## src/rtl/lv_pkg.sv

```systemverilog
// Shared definitions for the low-voltage die register access path:
// FSM state encodings, response error codes and the CRC-8 polynomial.
package lv_pkg;

    typedef logic [1:0] state_t;

    localparam state_t ST_IDLE = 2'd0;
    localparam state_t ST_CHK  = 2'd1;
    localparam state_t ST_ACC  = 2'd2;
    localparam state_t ST_RSP  = 2'd3;

    localparam logic [1:0] ERR_OK   = 2'd0;
    localparam logic [1:0] ERR_CRC  = 2'd1;
    localparam logic [1:0] ERR_ADDR = 2'd2;

    localparam logic [7:0] CRC8_POLY = 8'h07;

endpackage

```

## src/rtl/lv_crc8_calc.sv

```systemverilog
// Combinational CRC-8 (MSB first) over a DATA_W-bit word with a configurable seed.
// Shared by the frame layers, the crc watchdog and the register access master.
module lv_crc8_calc
    import lv_pkg::*;
#(
    parameter int         DATA_W = 16,
    parameter logic [7:0] SEED   = 8'hFF
)(
    input  logic [DATA_W-1:0] data,
    output logic [7:0]        crc
);

    logic [7:0] acc;
    logic       fb;

    always_comb begin
        acc = SEED;
        fb  = 1'b0;
        for (int i = DATA_W - 1; i >= 0; i--) begin
            fb  = acc[7] ^ data[i];
            acc = {acc[6:0], 1'b0} ^ (fb ? CRC8_POLY : 8'h00);
        end
        crc = acc;
    end

endmodule

```

## src/rtl/lv_reg_acc_mst.sv

```systemverilog
// Register-bus initiator: validates command CRC and address, issues one
// registered write/read strobe and returns the result over valid/ready.
module lv_reg_acc_mst
    import lv_pkg::*;
#(
    parameter int              AW       = 7,
    parameter int              DW       = 8,
    parameter int              CRC_W    = 8,
    parameter logic [AW-1:0]   MAX_ADDR = 7'h3F,
    parameter logic [7:0]      CRC_INIT = 8'hFF
)(
    input  logic             i_clk,
    input  logic             i_rst_n,
    input  logic             i_cmd_vld,
    output logic             o_cmd_rdy,
    input  logic             i_cmd_rw,
    input  logic [AW-1:0]    i_cmd_addr,
    input  logic [DW-1:0]    i_cmd_wdata,
    input  logic [CRC_W-1:0] i_cmd_crc,
    input  logic             i_abort,
    output logic             o_wen,
    output logic             o_ren,
    output logic [AW-1:0]    o_addr,
    output logic [DW-1:0]    o_wdata,
    output logic [CRC_W-1:0] o_crc_data,
    input  logic [DW-1:0]    i_rdata,
    input  logic [CRC_W-1:0] i_rcrc,
    output logic             o_rsp_vld,
    input  logic             i_rsp_rdy,
    output logic [DW-1:0]    o_rsp_rdata,
    output logic [CRC_W-1:0] o_rsp_rcrc,
    output logic [1:0]       o_rsp_err,
    output logic             o_crc_err
);

    state_t             state;
    state_t             state_nxt;
    logic               lat_rw;
    logic [AW-1:0]      lat_addr;
    logic [DW-1:0]      lat_wdata;
    logic [CRC_W-1:0]   lat_crc;
    logic [AW+DW:0]     crc_in;
    logic [7:0]         calc_crc;
    logic               crc_bad;
    logic               addr_bad;
    logic               cmd_take;

    // Reads carry no data, so the data field is zeroed before the CRC.
    assign crc_in   = {lat_rw, lat_addr, (lat_rw ? lat_wdata : {DW{1'b0}})};
    assign crc_bad  = (calc_crc != lat_crc);
    assign addr_bad = (lat_addr > MAX_ADDR);

    lv_crc8_calc #(
        .DATA_W (AW + DW + 1),
        .SEED   (CRC_INIT)
    ) u_crc (
        .data (crc_in),
        .crc  (calc_crc)
    );

    assign o_cmd_rdy = (state == ST_IDLE) && !i_abort;
    assign o_rsp_vld = (state == ST_RSP);
    assign cmd_take  = i_cmd_vld && o_cmd_rdy;

    always_comb begin
        state_nxt = state;
        if (i_abort) begin
            state_nxt = ST_IDLE;
        end else begin
            case (state)
                ST_IDLE: if (cmd_take) state_nxt = ST_CHK;
                ST_CHK:  state_nxt = (crc_bad || addr_bad) ? ST_RSP : ST_ACC;
                ST_ACC:  state_nxt = ST_RSP;
                ST_RSP:  if (i_rsp_rdy) state_nxt = ST_IDLE;
                default: state_nxt = ST_IDLE;
            endcase
        end
    end

    always_ff @(posedge i_clk or negedge i_rst_n) begin
        if (!i_rst_n) begin
            state <= ST_IDLE;
        end else begin
            state <= state_nxt;
        end
    end

    always_ff @(posedge i_clk or negedge i_rst_n) begin
        if (!i_rst_n) begin
            lat_rw    <= 1'b0;
            lat_addr  <= '0;
            lat_wdata <= '0;
            lat_crc   <= '0;
        end else if (cmd_take) begin
            lat_rw    <= i_cmd_rw;
            lat_addr  <= i_cmd_addr;
            lat_wdata <= i_cmd_wdata;
            lat_crc   <= i_cmd_crc;
        end
    end

    // Bus outputs default to zero every cycle so only the ACC cycle is non-quiet.
    always_ff @(posedge i_clk or negedge i_rst_n) begin
        if (!i_rst_n) begin
            o_wen      <= 1'b0;
            o_ren      <= 1'b0;
            o_addr     <= '0;
            o_wdata    <= '0;
            o_crc_data <= '0;
            o_crc_err  <= 1'b0;
        end else begin
            o_wen      <= 1'b0;
            o_ren      <= 1'b0;
            o_addr     <= '0;
            o_wdata    <= '0;
            o_crc_data <= '0;
            o_crc_err  <= (state == ST_CHK) && crc_bad && !i_abort;
            if ((state == ST_CHK) && !i_abort && !crc_bad && !addr_bad) begin
                o_wen      <= lat_rw;
                o_ren      <= !lat_rw;
                o_addr     <= lat_addr;
                o_wdata    <= lat_wdata;
                o_crc_data <= lat_crc;
            end
        end
    end

    always_ff @(posedge i_clk or negedge i_rst_n) begin
        if (!i_rst_n) begin
            o_rsp_rdata <= '0;
            o_rsp_rcrc  <= '0;
            o_rsp_err   <= ERR_OK;
        end else begin
            case (state)
                ST_CHK: if (!i_abort && (crc_bad || addr_bad)) begin
                    o_rsp_rdata <= '0;
                    o_rsp_rcrc  <= '0;
                    o_rsp_err   <= crc_bad ? ERR_CRC : ERR_ADDR;
                end
                // Slaves answer combinationally on ren, so capture in the strobe cycle.
                ST_ACC: if (!i_abort) begin
                    o_rsp_rdata <= lat_rw ? {DW{1'b0}} : i_rdata;
                    o_rsp_rcrc  <= lat_rw ? {CRC_W{1'b0}} : i_rcrc;
                    o_rsp_err   <= ERR_OK;
                end
                ST_RSP: if (i_rsp_rdy || i_abort) begin
                    o_rsp_rdata <= '0;
                    o_rsp_rcrc  <= '0;
                    o_rsp_err   <= ERR_OK;
                end
                default: ;
            endcase
        end
    end

    wen_ren_exclusive: assert property (@(posedge i_clk) disable iff (!i_rst_n) !(o_wen && o_ren));

endmodule

```

## config.mk

```make
export PLATFORM = sky130hd
export DESIGN_NAME = lv_reg_acc_mst
export DESIGN_NICKNAME = d
export VERILOG_FILES = /design/src/rtl/lv_pkg.sv /design/src/rtl/lv_crc8_calc.sv /design/src/rtl/lv_reg_acc_mst.sv
export SDC_FILE = /design/constraint.sdc
export NUM_CORES = 1
export LEC_CHECK = 0
export CORE_AREA = 2 2 77 79
export CTS_CLUSTER_SIZE = 12
export DETAILED_ROUTE_END_ITERATION = 10
export DIE_AREA = 0 0 79 81
export DONT_BUFFER_PORTS = 1
export PLACE_DENSITY = 0.79
export SLEW_MARGIN = 20
export SYNTH_ARGS = -nofsm -noshare
export SYNTH_HDL_FRONTEND = slang
export SYNTH_SLANG_ARGS = --single-unit
```

## constraint.sdc

```tcl
create_clock -name i_clk -period 3.7 [get_ports i_clk]
set_clock_uncertainty 0.1 [all_clocks]
set_input_delay 0.37 -clock i_clk [delete_from_list [all_inputs] [get_ports i_clk]]
set_output_delay 0.37 -clock i_clk [all_outputs]
set_load 0.02 [all_outputs]
```

After elaboration in Yosys (flattened, before gate mapping)
Cells that the tools add are included.
Widths: inputs -> output; s select.
{"block": "totals", "regBits": 70, "out_inout_bits": 46}
{"block": "classes", "n_lt_le_gt_ge": 1, "n_eq_ne": 9, "mux": 40, "n_bitwise": 31, "reduce_logical": 18}
{"operator": "$xor 8x8->8", "n": 15}
{"operator": "$mux 8", "n": 9}
{"operator": "$mux 3", "n": 16}
{"operator": "$pmux 8 s3", "n": 2}
{"operator": "$xor 1x1->1", "n": 15}
{"operator": "$mux 2", "n": 7}
{"operator": "$logic_and 1x1->1", "n": 8}
{"operator": "$ne 8x8->1", "n": 1}
{"operator": "$pmux 2 s4", "n": 1}
{"operator": "$gt 7x6->1 const B", "n": 1}
{"operator": "$mux 7", "n": 1}
{"operator": "$not 7->7", "n": 1}
{"operator": "$pmux 2 s3", "n": 1}
{"operator": "$eq 2x2->1 const B", "n": 2}
{"operator": "$logic_not 1->1", "n": 4}
{"operator": "$ne 2x1->1 const B", "n": 2}
{"operator": "$reduce_and 4->1", "n": 1}
{"operator": "$mux 1", "n": 3}
{"operator": "$ne 3x2->1 const B", "n": 1}
{"operator": "$ne 3x3->1 const B", "n": 1}
{"operator": "$reduce_bool 3->1", "n": 1}
{"operator": "$eq 2x1->1 const B", "n": 1}
{"operator": "$logic_not 2->1", "n": 1}
{"operator": "$logic_or 1x1->1", "n": 2}
{"operator": "other kinds (2)", "n": 2}

Logic depth before layout (Yosys ltp)
Gate-level depths: netlist of the first run.
{"block": "depth", "depth_word": 52, "mapped_depth": 13, "mapped_depth_nobuf": 10}

Cells and area by module
Synthesis of the first run repeated with hierarchy kept, for this count alone.
{"block": "unflattened", "hier_cells": 249, "hier_area_um2": 3318.2}
{"mod": "lv_reg_acc_mst", "instances": 1, "cells_each": 218, "area_per_inst_um2": 2949.1}
{"mod": "lv_crc8_calc", "instances": 1, "cells_each": 31, "area_per_inst_um2": 369.1}

Least setup slack after synthesis of the first run
OpenSTA, ideal clock, no wires.
{"block": "synth_timing", "path_kind": "register to register", "from": "register lat_addr[6]", "to": "register o_rsp_rcrc[3]", "setup_ns": 0.123, "arrival_ns": 2.827, "required_ns": 3.477, "slack_ns": 0.650, "path_stages_with_launch": 14, "path_buffers": 3, "period_less_slack_ns": 3.050, "path_cell_list": "dfrtp_1 -> buf_2 -> inv_1 -> ha_1 -> xor2_1 -> xnor2_2 -> xnor3_1 -> xor2_1 -> mux2i_1 -> a21oi_1 -> a41oi_2 -> buf_6 -> buf_12 -> mux2i_1"}
{"block": "synth_between", "elab_chain_cells": 26, "elab_cells_between_ends": 35, "cone_classes": "1 x order compare; 2 x eq/ne; 7 x mux; 22 x bitwise; 3 x reduce/logical"}
{"item": "start: declaration", "line": "lv_reg_acc_mst.sv:39", "text": "logic [AW-1:0] lat_addr;"}
{"item": "start signal: assignment", "line": "lv_reg_acc_mst.sv:96", "text": "lat_addr <= i_cmd_addr;"}
{"item": "$xor 1x1->1", "line": "lv_crc8_calc.sv:20", "text": "fb = acc[7] ^ data[i];"}
{"item": "$mux 3", "line": "lv_crc8_calc.sv:21", "text": "acc = {acc[6:0], 1'b0} ^ (fb ? CRC8_POLY : 8'h00);"}
{"item": "$xor 8x8->8 (6 in series)", "line": "lv_crc8_calc.sv:21"}
{"item": "$xor 1x1->1 / $xor 8x8->8 (equally long branches)", "line": "lv_crc8_calc.sv:20, lv_crc8_calc.sv:21"}
{"item": "$mux 3 (tied with other cells)", "line": "lv_crc8_calc.sv:21"}
{"item": "$xor 8x8->8 (tied with other cells)", "line": "lv_crc8_calc.sv:21"}
{"item": "$xor 8x8->8 / $mux 3 (equally long branches)", "line": "lv_crc8_calc.sv:21"}
{"item": "$xor 8x8->8 (4 in series)", "line": "lv_crc8_calc.sv:21"}
{"item": "[... 2 more ...]"}
{"item": "$xor 1x1->1 (tied with other cells)", "line": "lv_crc8_calc.sv:20"}
{"item": "$mux 3 / $xor 8x8->8 (equally long branches)", "line": "lv_crc8_calc.sv:21"}
{"item": "$xor 8x8->8", "line": "lv_crc8_calc.sv:21"}
{"item": "$ne 8x8->1", "line": "lv_reg_acc_mst.sv:50", "text": "assign crc_bad = (calc_crc != lat_crc);"}
{"item": "$logic_or 1x1->1 (*)", "line": "lv_reg_acc_mst.sv:135", "text": "ST_CHK: if (!i_abort && (crc_bad || addr_bad)) begin"}
{"item": "$logic_and 1x1->1 (*)", "line": "lv_reg_acc_mst.sv:135"}
{"item": "$ne 2x1->1 (no line) (*)"}
{"item": "$reduce_and 4->1 (no line) (*)"}
{"item": "end signal: assignment", "line": "lv_reg_acc_mst.sv:143", "text": "o_rsp_rcrc <= lat_rw ? {CRC_W{1'b0}} : i_rcrc;"}
{"item": "end: declaration", "line": "lv_reg_acc_mst.sv:31", "text": "output logic [CRC_W-1:0] o_rsp_rcrc,"}
Mark *: on every way between the ends. The rest lies on a longest branch, timed or not.
A chain may end at the register's enable or synchronous reset.

Final worst setup path of the first run
{"block": "layout_timing", "from": "register lat_addr[6]", "to": "register o_rsp_rcrc[6]"}
The elaborated chain is that of the path after synthesis.

==> Implementation_results.wiki, run 1 <==
{| class="wikitable"
! Metric !! Value
|-
| Count of vias placed by the detailed router || 1,958
|-
| Measured slew at the worst slew-check pin || 1.02 ns
|-
| Via count normalized by instance count || 5.32
|-
| Netlist Area Pre-Place || 3380 um^2
|-
| Post-Syn Nets || 339
|-
| RSZ-0062 raised after global routing || false
|-
| Internal portion of total power || 0.00241 W
|-
| Leak || 1.65 nW
|-
| Switching portion of total power || 41.5%
|-
| CP Launch Type || flop
|-
| Boundary pin count || 91
|-
| Total number of nets in the final design || 343
|-
| Synth Warn # || 0
|-
| Depth of the most critical reg-to-reg path || 11
|-
| Synth unique cells || 40
|-
| Setup Viol. Count Final || 0
|-
| CTS Root Cell || clkbuf_8
|-
| Number of buffers added by the clock tree synthesis step || 9
|-
| Share of synthesized area occupied by flip-flops and latches || 51.8%
|-
| Placement row count || 28
|-
| 1st-pass router iterations || 4
|-
| Post-route core utilization || 64.3%
|-
| Largest cells by area after synthesis || dfrtp_1, mux2_2, mux2i_1, and2_1, xnor2_1
|-
| Layout cell share with drive strength beyond 1 || 16.4%
|-
| Global-route wire length before repair || 9690 um
|-
| Maximum achievable frequency || 0.286 GHz
|-
| Peak fanout along the critical path || 18
|-
| Share of the cycle needed by the critical path after routing || 94.4%
|-
| Avg Cell Area, Syn || 11.8 um^2
|-
| Cell total after placement || 351
|-
| Net load switching power || 0.00170 W
|-
| Crit path capture type || flop
|-
| Worst Path Required || 3.85 ns
|-
| Worst R2R Start || lat_addr[6]$_DFFE_PN0P_
|-
| Core box area || 5680 um^2
|-
| Global router's overall resource usage || 20.2%
|-
| Part of the power in combinational logic || 52.7%
|-
| N_diodes || 0
|-
| Time the worst path needs with I/O delays and setup || 3.49 ns
|-
| Worst relative slew slack || 31.9%
|-
| Final ANT Viol Nets || 0
|-
| Final worst slack || 0.209 ns
|-
| Initial detailed-routing violation count || 85
|-
| Initial antenna violation count || 0
|-
| Vias in the first global route || 2,015
|-
| Total wirelength of the detailed-routed design || 5990 um
|-
| CTS tree || yes
|-
| End point of the most critical hold path || o_rsp_rcrc[0]$_DFFE_PN0P_
|-
| X dimension of the die || 79 um
|-
| Clock transition at path regs || 0.07 ns
|-
| FF+latch count, synth || 70
|-
| Gate Count Post-Synth || 286
|-
| Final Non-Filler Cells || 368
|-
| Power density cells || 1130 nW/um^2
|-
| H-tree depth || 3
|-
| Data arrival time of the critical path || 3.64 ns
|-
| Largest net degree at the start of global routing || 71
|-
| Count of endpoints failing hold in the final timing report || 0
|-
| Average detailed-routed wire length per instance || 16.3 um
|-
| Setup_tns || 0 ns
|-
| Leading area contributor after synthesis || dfrtp_1
|-
| Area grow syn2layout || 8.03%
|-
| CTS max path bufs || 2
|-
| Die height || 81 um
|-
| Area used by multi-input combinational logic || 1470 um^2
|-
| Clock net sink count || 70
|-
| Half-perimeter wire length of the detailed placement result || 4280 um
|-
| Number of filler cells placed in the layout || 476
|-
| Area used by sequential logic in the layout || 1750 um^2
|-
| Slack of the worst reg-to-reg path || 0.21 ns
|-
| Remaining DRCs || 0
|-
| Type of the tightest min-delay check || input port to flop
|-
| Number of I/O port buffers || 0
|-
| Total congestion overflow after global routing || 0
|-
| Max Transition Viols Final || 0
|-
| Share of total power in the clock network || 14.6%
|-
| Worst-Skew Late Latency || 0.34 ns
|-
| Setup Slack @ Placement || 0.215 ns
|-
| Initial Util || 59.5%
|-
| Max VDD drop || 0.706 mV
|-
| Die ar. || 6400 um^2
|-
| Post-synth top area share || 51.8%
|-
| Smallest hold slack || 0.0670 ns
|-
| GPL Wtd Cong || 0.771
|-
| Hold Crit Depth || 2
|-
| Critical hold path startpoint || i_rcrc[0]
|-
| Max-cap violation count || 0
|-
| Worst Setup Path Type || flop to flop
|-
| Outcome || finished clean
|-
| Endpoint of the worst register-to-register path || o_rsp_rcrc[6]$_DFFE_PN0P_
|-
| Count of cells resized by post-cts repair || 0
|-
| Reg power frac || 32.7%
|}
==> sequential cells by signal, indices dropped and copies added (netlist names) <==
name and cells:
o_rsp_rdata 8, lat_crc 8, o_addr 7, o_rsp_err 2
o_ren 1, lat_rw 1, o_wdata 8, o_rsp_rcrc 8
state 2, lat_wdata 8, lat_addr 7, o_crc_err 1
o_crc_data 8, o_wen 1
==> cells in the final DEF, fill, tap and decap left out, types with 2 or more instances in the layout <==
master and n:
dfrtp_1 70, clkbuf_8 11, a21oi_1 4, ha_1 8, and2_1 24, xnor2_1 14, xnor3_1 3, nand2_1 28
nor2b_1 5, xnor2_2 2, clkbuf_1 2, buf_4 2, nand3_1 5, mux2_2 24, dlygate4sd3_1 2, inv_1 23
mux2i_1 19, nor2_1 7, xor2_1 12, nand2b_1 3, nor3_1 2, a211oi_1 2, o22ai_1 4
==> worst max-delay path, stage by stage, from the launching register on <==
cell and delay [ns]:
dfrtp_1 0.48, inv_1 0.08, ha_1 0.29, xor2_1 0.19, xnor2_2 0.34, xnor3_1 0.53, xor2_1 0.21, mux2i_1 0.24
a21oi_1 0.13, a41oi_2 0.22, buf_4 0.32, mux2i_1 0.26
==> per-stage QoR <==
step | instance area, um^2 | power [W]
after floorplan | 3380 | 0.00317
after global placement | 3410 | 0.00338
after detailed placement | 3410 | 0.00350
after CTS | 3650 | 0.00414
after global routing | 3650 | 0.00441
final | 3650 | 0.00411
==> final cells by class <==
class	instances	share of cell area, %
flip-flops and latches	70	48.0
clock inverters	1	0.822
multi-input cells	181	40.2
clock buffers	13	4.35
repair buffers	5	1.71
inverters	23	2.36
well taps	75	2.57
==> how the worst max path moves through the flow <==
| stage | startpoint | endpoint | slack, ns | cells after the start |
|---|---|---|---|---|
| 4_1_cts | lat_addr[6]$_DFFE_PN0P_ | o_addr[2]$_DFF_PN0_ | 0.19 | 10 |
| 2_1_floorplan | lat_addr[6]$_DFFE_PN0P_ | o_rsp_rcrc[3]$_DFFE_PN0P_ | 0.65 | 13 |
| 5_1_grt | lat_addr[6]$_DFFE_PN0P_ | o_wdata[2]$_DFF_PN0_ | 0.03 | 10 |
| 3_5_place_dp | lat_addr[6]$_DFFE_PN0P_ | o_addr[2]$_DFF_PN0_ | 0.21 | 10 |
| 6_report | lat_addr[6]$_DFFE_PN0P_ | o_rsp_rcrc[6]$_DFFE_PN0P_ | 0.21 | 11 |
| 3_3_place_gp | lat_addr[6]$_DFFE_PN0P_ | o_addr[2]$_DFF_PN0_ | 0.31 | 10 |
==> logic make-up (layout without fill, tap and decap cells) <==
family	Yosys count	count (layout)	synth area share, %
XOR/XNOR	32	32	10.4
other	1	1	0.111
buffers and inverters	35	42	4.74
flip-flops	70	70	51.8
AND/OR/NAND/NOR	80	80	12.2
AO/OA/AOI/OAI	17	17	4.11
multiplexers	43	43	13.6
adder cells (fa/ha/maj)	8	8	2.96
==> what timing repair did <==
| action | 4_1_cts | 5_1_grt |
|---|---|---|
| hold buffers | 3 | 0 |
| buffers inserted | 0 | 0 |
| hold endpoints to repair | 72 | 0 |
==> synth_stat cells (all sizes together) <==
master,instances
xnor2,16
mux2i,19
mux2,24
xor2,12
and2,25
and3,1
a41oi,1
dfrtp,70
a21oi,4
clkbuf,7
inv,23
a31o,1
nor2b,5
o211ai,1
nand4,1
and4b,1
o31ai,1
nor3,2
nand3,5
nor2,7
o31a,1
a311oi,1
or2b,1
or3,1
conb,1
a211oi,2
nand2b,3
xnor3,4
ha,8
nand2,28
o22ai,4
a31oi,1
buf,5
==> power by group through the flow <==
| stage | logic, W | clock network, W | registers (W) |
|---|---|---|---|
| floorplan | 0.00192 | 0 | 0.00125 |
| global placement | 0.00203 | 0 | 0.00135 |
| detailed placement | 0.00214 | 0 | 0.00136 |
| CTS | 0.00217 | 0.000614 | 0.00135 |
| global route | 0.00237 | 0.000645 | 0.00139 |
| finish | 0.00216 | 0.000599 | 0.00135 |
==> per-layer routing <==
| layer | part of all wire [%] | GRT usage, % | wire [um] |
|---|---|---|---|
| met1 | 41 | 24.3 | 2430 |
| met2 | 50 | 33.5 | 2990 |
| met3 | 7.2 | 5.33 | 433 |
| met4 | 2.3 | 11.0 | 140 |
| met5 | 0 | 0 | 0 |
Power figures use the tool's default switching activity.
==> inputs of run 2 (changes only) <==
==> constraint.sdc (replaced) <==
create_clock -name i_clk -period 3.8 [get_ports i_clk]
set_clock_uncertainty 0.1 [all_clocks]
set_input_delay 0.38 -clock i_clk [delete_from_list [all_inputs] [get_ports i_clk]]
set_output_delay 0.38 -clock i_clk [all_outputs]
set_load 0.02 [all_outputs]
==> run 2 against run 1 <==
Sequential power fell by 3%. Clock power barely moved. Routed wire length is 2.4% higher. First-iteration DRC count is 14% higher. Critical path type unchanged. Largest power group unchanged.
==> Implementation_results.wiki, run 2 (synthesized netlist as in run 1, its figures left out) <==
{| class="wikitable"
! Metric !! Value
|-
| Standard cell area after detailed placement || 3410 um^2 (unchanged)
|-
| Worst-Skew Late Latency || 0.35 ns (about the same)
|-
| Total congestion overflow after global routing || 0 (unchanged)
|-
| Die height || 81 um (unchanged)
|-
| Measured slew at the worst slew-check pin || 1.05 ns (+0.0347 ns)
|-
| Setup Viol. Count Final || 0 (unchanged)
|-
| Maximum achievable frequency || 0.292 GHz (+2.0%)
|-
| Vias in the first global route || 1,995 (-0.99%)
|-
| Cell area after layout || 3660 um^2 (+0.34%)
|-
| Remaining DRCs || 0 (unchanged)
|-
| 1st-pass router iterations || 4 (unchanged)
|-
| Count of vias placed by the detailed router || 1,986 (+1.4%)
|-
| Core box area || 5680 um^2 (unchanged)
|-
| Final worst slack || 0.378 ns (+0.169 ns)
|-
| CTS Root Cell || clkbuf_8
|-
| End point of the most critical hold path || o_rsp_rdata[2]$_DFFE_PN0P_
|-
| CP Launch Type || flop
|-
| Endpoint of the worst register-to-register path || o_addr[1]$_DFF_PN0_
|-
| Worst Path Required || 3.98 ns (+0.13 ns)
|-
| Data arrival time of the critical path || 3.61 ns (-0.03 ns)
|-
| Number of buffers added by the clock tree synthesis step || 9 (unchanged)
|-
| H-tree depth || 3 (unchanged)
|-
| X dimension of the die || 79 um (unchanged)
|-
| GPL Wtd Cong || 0.804 (+4.2%)
|-
| Total number of nets in the final design || 343 (unchanged)
|-
| Max Transition Viols Final || 0 (unchanged)
|-
| Depth of the most critical reg-to-reg path || 10 (-1)
|-
| Initial detailed-routing violation count || 97 (+14%)
|-
| Setup Slack @ Placement || 0.424 ns (+0.209 ns)
|-
| Layout cell share with drive strength beyond 1 || 16.9% (+0.57 points)
|-
| Final total power || 0.00404 W (-1.6%)
|-
| Initial antenna violation count || 0 (unchanged)
|-
| Via count normalized by instance count || 5.37 (+0.88%)
|-
| Boundary pin count || 91 (unchanged)
|-
| Max-cap violation count || 0 (unchanged)
|-
| Half-perimeter wire length of the detailed placement result || 4280 um (+0.17%)
|-
| Global router's overall resource usage || 20.2% (-0.048 points)
|-
| Worst Setup Path Type || flop to flop
|-
| Placement row count || 28 (unchanged)
|-
| Type of the tightest min-delay check || input port to flop
|-
| Average detailed-routed wire length per instance || 16.6 um (+1.8%)
|-
| N_diodes || 0 (unchanged)
|-
| Top library cells by usage in the layout, fill and taps aside || dfrtp_1, nand2_1, and2_1, mux2_2, inv_1
|-
| Critical hold path startpoint || i_rdata[2]
|-
| Leak || 1.66 nW (+0.24%)
|-
| CTS tree || yes
|-
| Initial Util || 59.5% (unchanged)
|-
| Worst R2R Start || lat_addr[6]$_DFFE_PN0P_
|-
| Count of endpoints failing hold in the final timing report || 0 (unchanged)
|-
| Max layer used || met4
|-
| Number of I/O port buffers || 0 (unchanged)
|-
| Share of the cycle needed by the critical path after routing || 90.0% (-4.3 points)
|-
| Count of cells resized by post-cts repair || 0 (unchanged)
|-
| Outcome || finished clean
|-
| Area grow syn2layout || 8.40%
|-
| RSZ-0062 raised after global routing || false
|-
| Peak fanout along the critical path || 24 (+6)
|-
| Largest net degree at the start of global routing || 71 (unchanged)
|-
| Power density cells || 1100 nW/um^2 (-2.0%)
|-
| Die ar. || 6400 um^2 (unchanged)
|-
| Crit path capture type || flop
|-
| Time the worst path needs with I/O delays and setup || 3.42 ns (-0.0694 ns)
|-
| Hold Crit Depth || 2 (unchanged)
|-
| Most common library cell in the layout ignoring fill and taps || dfrtp_1
|-
| Slack of the worst reg-to-reg path || 0.38 ns (+0.17 ns)
|-
| Clock net sink count || 70 (unchanged)
|-
| Max VDD drop || 0.721 mV (+2.0%)
|-
| Total wirelength of the detailed-routed design || 6130 um (+2.4%)
|-
| CTS max path bufs || 2 (unchanged)
|-
| Global-route wire length before repair || 9610 um (-0.86%)
|-
| Setup_tns || 0 ns (unchanged)
|-
| Post-CTS Setup Inserts || 0 (unchanged)
|-
| Met2 wire len || 2940 um (-1.4%)
|-
| Final ANT Viol Nets || 0 (unchanged)
|-
| Worst relative slew slack || 29.5% (-2.3 points)
|-
| Clock transition at path regs || 0.07 ns (about the same)
|-
| Detailed route wirelength on metal3 || 556 um (+28%)
|-
| Smallest hold slack || 0.0726 ns (+0.00569 ns)
|-
| Wire length the detailed router placed on met1 || 2540 um (+4.4%)
|}
run 2: metal layers:
| metal | up-vias | GRT usage (%) |
|---|---|---|
| li1 | 942 | - |
| met4 | 0 | 10.3 |
| met5 | - | 0 |
| met2 | 72 | 33.1 |
| met1 | 963 | 23.6 |
| met3 | 9 | 7.11 |
run 2: repair_timing:
action | in CTS | in global routing
endpoints found under the hold margin | 72 | 0
endpoints found under the setup margin | 0 | 0
hold buffers | 3 | 0
run 2: worst max path at each step:
stage,start,endpoint,cells after the start
after global placement,lat_addr[2]$_DFFE_PN0P_,o_wdata[7]$_DFF_PN0_,9
after CTS,lat_addr[6]$_DFFE_PN0P_,o_wdata[7]$_DFF_PN0_,10
after global routing,lat_addr[6]$_DFFE_PN0P_,o_addr[1]$_DFF_PN0_,10
after floorplan,lat_addr[6]$_DFFE_PN0P_,o_rsp_rcrc[3]$_DFFE_PN0P_,13
final,lat_addr[6]$_DFFE_PN0P_,o_addr[1]$_DFF_PN0_,10
after detailed placement,lat_addr[6]$_DFFE_PN0P_,o_ren$_DFF_PN0_,10
run 2: cell type report:
cell class	instances	area (um^2)
fillers	441	2010
flip-flops and latches	70	1750
multi-input cells	181	1470
clock buffers	13	159
well taps	75	93.8
inverters	23	86.3
repair buffers	5	62.6
clock inverters	3	42.5
run 2: through the flow:
step	cells	util, %
6_report	370	64.6
5_1_grt	370	64.6
4_1_cts	370	64.6
3_5_place_dp	351	60.2
3_3_place_gp	351	60.2
2_1_floorplan	286	-
run 2: report_power, final:
group / switching [W] / internal, W
Sequential: 0.000347 / 0.000963
Clock: 0.000263 / 0.000338
Combinational: 0.00109 / 0.00105
run 2: worst max-delay path: stages, from the launching register on:
cell	delay, ns
dfrtp_1	0.47
inv_1	0.07
ha_1	0.28
xor2_1	0.19
xnor2_2	0.32
xnor3_1	0.51
xor2_1	0.17
mux2i_1	0.13
a21oi_1	0.36
and4b_2	0.54
and2_2	0.21
==> inputs of run 3 (changes only) <==
--- a/config.mk
+++ b/config.mk
@@ -11,6 +11,7 @@
 export DIE_AREA = 0 0 79 81
 export DONT_BUFFER_PORTS = 1
 export PLACE_DENSITY = 0.79
+export SKIP_CTS_REPAIR_TIMING = 1
 export SLEW_MARGIN = 20
 export SYNTH_ARGS = -nofsm -noshare
 export SYNTH_HDL_FRONTEND = slang
==> run 3 against run 2 <==
Final cell count stayed put. Non-clock buffer count stayed put. Global-route usage is 0.29 points lower. Highest routed layer unchanged.
==> Implementation_results.wiki, run 3 (synthesized netlist as in run 1, its figures left out) <==
{| class="wikitable"
! Metric !! Value
|-
| Core box area || 5680 um^2 (unchanged)
|-
| GPL Wtd Cong || 0.804 (unchanged)
|-
| Slack of the worst reg-to-reg path || 0.38 ns (about the same)
|-
| Clock net sink count || 70 (unchanged)
|-
| Placement row count || 28 (unchanged)
|-
| Switching portion of total power || 41.9% (about the same)
|-
| CTS Root Cell || clkbuf_8
|-
| Initial antenna violation count || 0 (unchanged)
|-
| X dimension of the die || 79 um (unchanged)
|-
| Area grow syn2layout || 8.40% (unchanged)
|-
| Most common library cell in the layout ignoring fill and taps || dfrtp_1
|-
| CTS max path bufs || 2 (unchanged)
|-
| Average detailed-routed wire length per instance || 16.5 um (-0.41%)
|-
| Initial detailed-routing violation count || 55 (-43%)
|-
| Count of endpoints failing hold in the final timing report || 0 (unchanged)
|-
| Maximum achievable frequency || 0.292 GHz (about the same)
|-
| Data arrival time of the critical path || 3.61 ns (about the same)
|-
| GRT met1 Usage || 23.1% (-0.52 points)
|-
| Boundary pin count || 91 (unchanged)
|-
| Smallest hold slack || 0.0746 ns (+0.00197 ns)
|-
| Via count normalized by instance count || 5.35 (-0.35%)
|-
| Time the worst path needs with I/O delays and setup || 3.42 ns (+0.000216 ns)
|-
| Met2 Resource Use GR || 32.5% (-0.51 points)
|-
| Final ANT Viol Nets || 0 (unchanged)
|-
| CP Launch Type || flop
|-
| Global Route met3 Usage || 7.22% (+0.11 points)
|-
| Max-cap violation count || 0 (unchanged)
|-
| Power density cells || 1100 nW/um^2 (about the same)
|-
| Worst relative slew slack || 30.9% (+1.4 points)
|-
| Outcome || finished clean
|-
| Part of the power in combinational logic || 52.7% (about the same)
|-
| CTS tree || yes
|-
| Worst Setup Path Type || flop to flop
|-
| Worst-Skew Late Latency || 0.34 ns (about the same)
|-
| Reg power frac || 32.4% (about the same)
|-
| Vias in the first global route || 1,978 (-0.85%)
|-
| N_diodes || 0 (unchanged)
|-
| Total number of nets in the final design || 343 (unchanged)
|-
| Setup Viol. Count Final || 0 (unchanged)
|-
| Clock transition at path regs || 0.07 ns (about the same)
|-
| H-tree depth || 3 (unchanged)
|-
| Crit path capture type || flop
|-
| Worst Path Required || 3.98 ns (about the same)
|-
| Post-route core utilization || 64.6% (unchanged)
|-
| Initial Util || 59.5% (unchanged)
|-
| Net load switching power || 0.00169 W (about the same)
|-
| Number of I/O port buffers || 0 (unchanged)
|-
| Setup_tns || 0 ns (unchanged)
|-
| Layout cell share with drive strength beyond 1 || 16.9% (unchanged)
|-
| Share of total power in the clock network || 14.8% (about the same)
|-
| Max Transition Viols Final || 0 (unchanged)
|-
| Count of vias placed by the detailed router || 1,979 (-0.35%)
|-
| Measured slew at the worst slew-check pin || 1.03 ns (-0.0203 ns)
|-
| Total congestion overflow after global routing || 0 (unchanged)
|-
| Global-route wire length before repair || 9460 um (-1.6%)
|-
| Share of the cycle needed by the critical path after routing || 90.1% (about the same)
|-
| Global router's overall resource usage || 19.9% (-0.29 points)
|-
| Total wirelength of the detailed-routed design || 6110 um (-0.41%)
|-
| Type of the tightest min-delay check || input port to flop
|-
| Die height || 81 um (unchanged)
|-
| Max VDD drop || 0.721 mV (+0.11%)
|-
| Number of buffers added by the clock tree synthesis step || 9 (unchanged)
|-
| Die ar. || 6400 um^2 (unchanged)
|-
| RSZ-0062 raised after global routing || false
|-
| Leak || 1.66 nW (unchanged)
|-
| Peak fanout along the critical path || 24 (unchanged)
|-
| Top library cells by usage in the layout, fill and taps aside || dfrtp_1, nand2_1, and2_1, mux2_2, inv_1
|-
| Largest net degree at the start of global routing || 71 (unchanged)
|-
| Internal portion of total power || 0.00235 W (about the same)
|-
| Layer with the highest usage || met2
|-
| Remaining DRCs || 0 (unchanged)
|-
| 1st-pass router iterations || 4 (unchanged)
|-
| Half-perimeter wire length of the detailed placement result || 4280 um (unchanged)
|}
## run 3: cell counts in the layout (fill, tap and decap cells not counted)
Identical to the previous run, type by type.
## run 3: per-layer routing
layer / part of all wire, % / vias to the layer above
li1: - / 942
met1: 41 / 957
met2: 49 / 72
met3: 9.0 / 8
met4: 1.5 / 0
met5: 0 / -
## run 3: area by class of cell
cell class                 instances  area, um^2
inverter                          23        86.3
multi-input combinational        181        1470
fill                             443        2010
sequential                        70        1750
clock inverter                     3        42.5
timing repair buffer               5        62.6
tap                               75        93.8
clock buffer                      13         159
## run 3: stage by stage
stage / cells / area (um^2) / setup WS [ns] / total power, W
floorplan: 286 / 3380 / 0.750 / 0.00308
global placement: 351 / 3410 / 0.550 / 0.00331
detailed placement: 351 / 3410 / 0.424 / 0.00342
CTS: 367 / 3620 / 0.414 / 0.00403
global route: 370 / 3660 / 0.174 / 0.00433
finish: 370 / 3660 / 0.378 / 0.00404
## run 3: power by group through the flow
| stage | Clock, W | Sequential (W) | Combinational, W |
|---|---|---|---|
| final | 0.000600 | 0.00131 | 0.00213 |
| after global routing | 0.000645 | 0.00135 | 0.00233 |
| after CTS | 0.000614 | 0.00131 | 0.00210 |
| after detailed placement | 0 | 0.00133 | 0.00209 |
| after global placement | 0 | 0.00131 | 0.00200 |
| after floorplan | 0 | 0.00122 | 0.00187 |
## run 3: final timing paths
check	start	endpoint	depth (start not counted)
max	lat_addr[6]$_DFFE_PN0P_	o_addr[1]$_DFF_PN0_	10
min	i_rdata[2]	o_rsp_rdata[2]$_DFFE_PN0P_	2
max reg2reg	lat_addr[6]$_DFFE_PN0P_	o_addr[1]$_DFF_PN0_	10
min reg2reg	lat_wdata[6]$_DFFE_PN0P_	o_wdata[6]$_DFF_PN0_	1
max in group asynchronous	i_rst_n	state[0]$_DFFE_PN0P_	2
min in group asynchronous	i_rst_n	o_rsp_rdata[3]$_DFFE_PN0P_	2
## run 3: worst max-delay path, cell delays in order, from the launching register on
cell and delay, ns:
dfrtp_1 0.47, inv_1 0.07, ha_1 0.28, xor2_1 0.19
xnor2_2 0.32, xnor3_1 0.51, xor2_1 0.17, mux2i_1 0.13
a21oi_1 0.36, and4b_2 0.54, and2_2 0.21
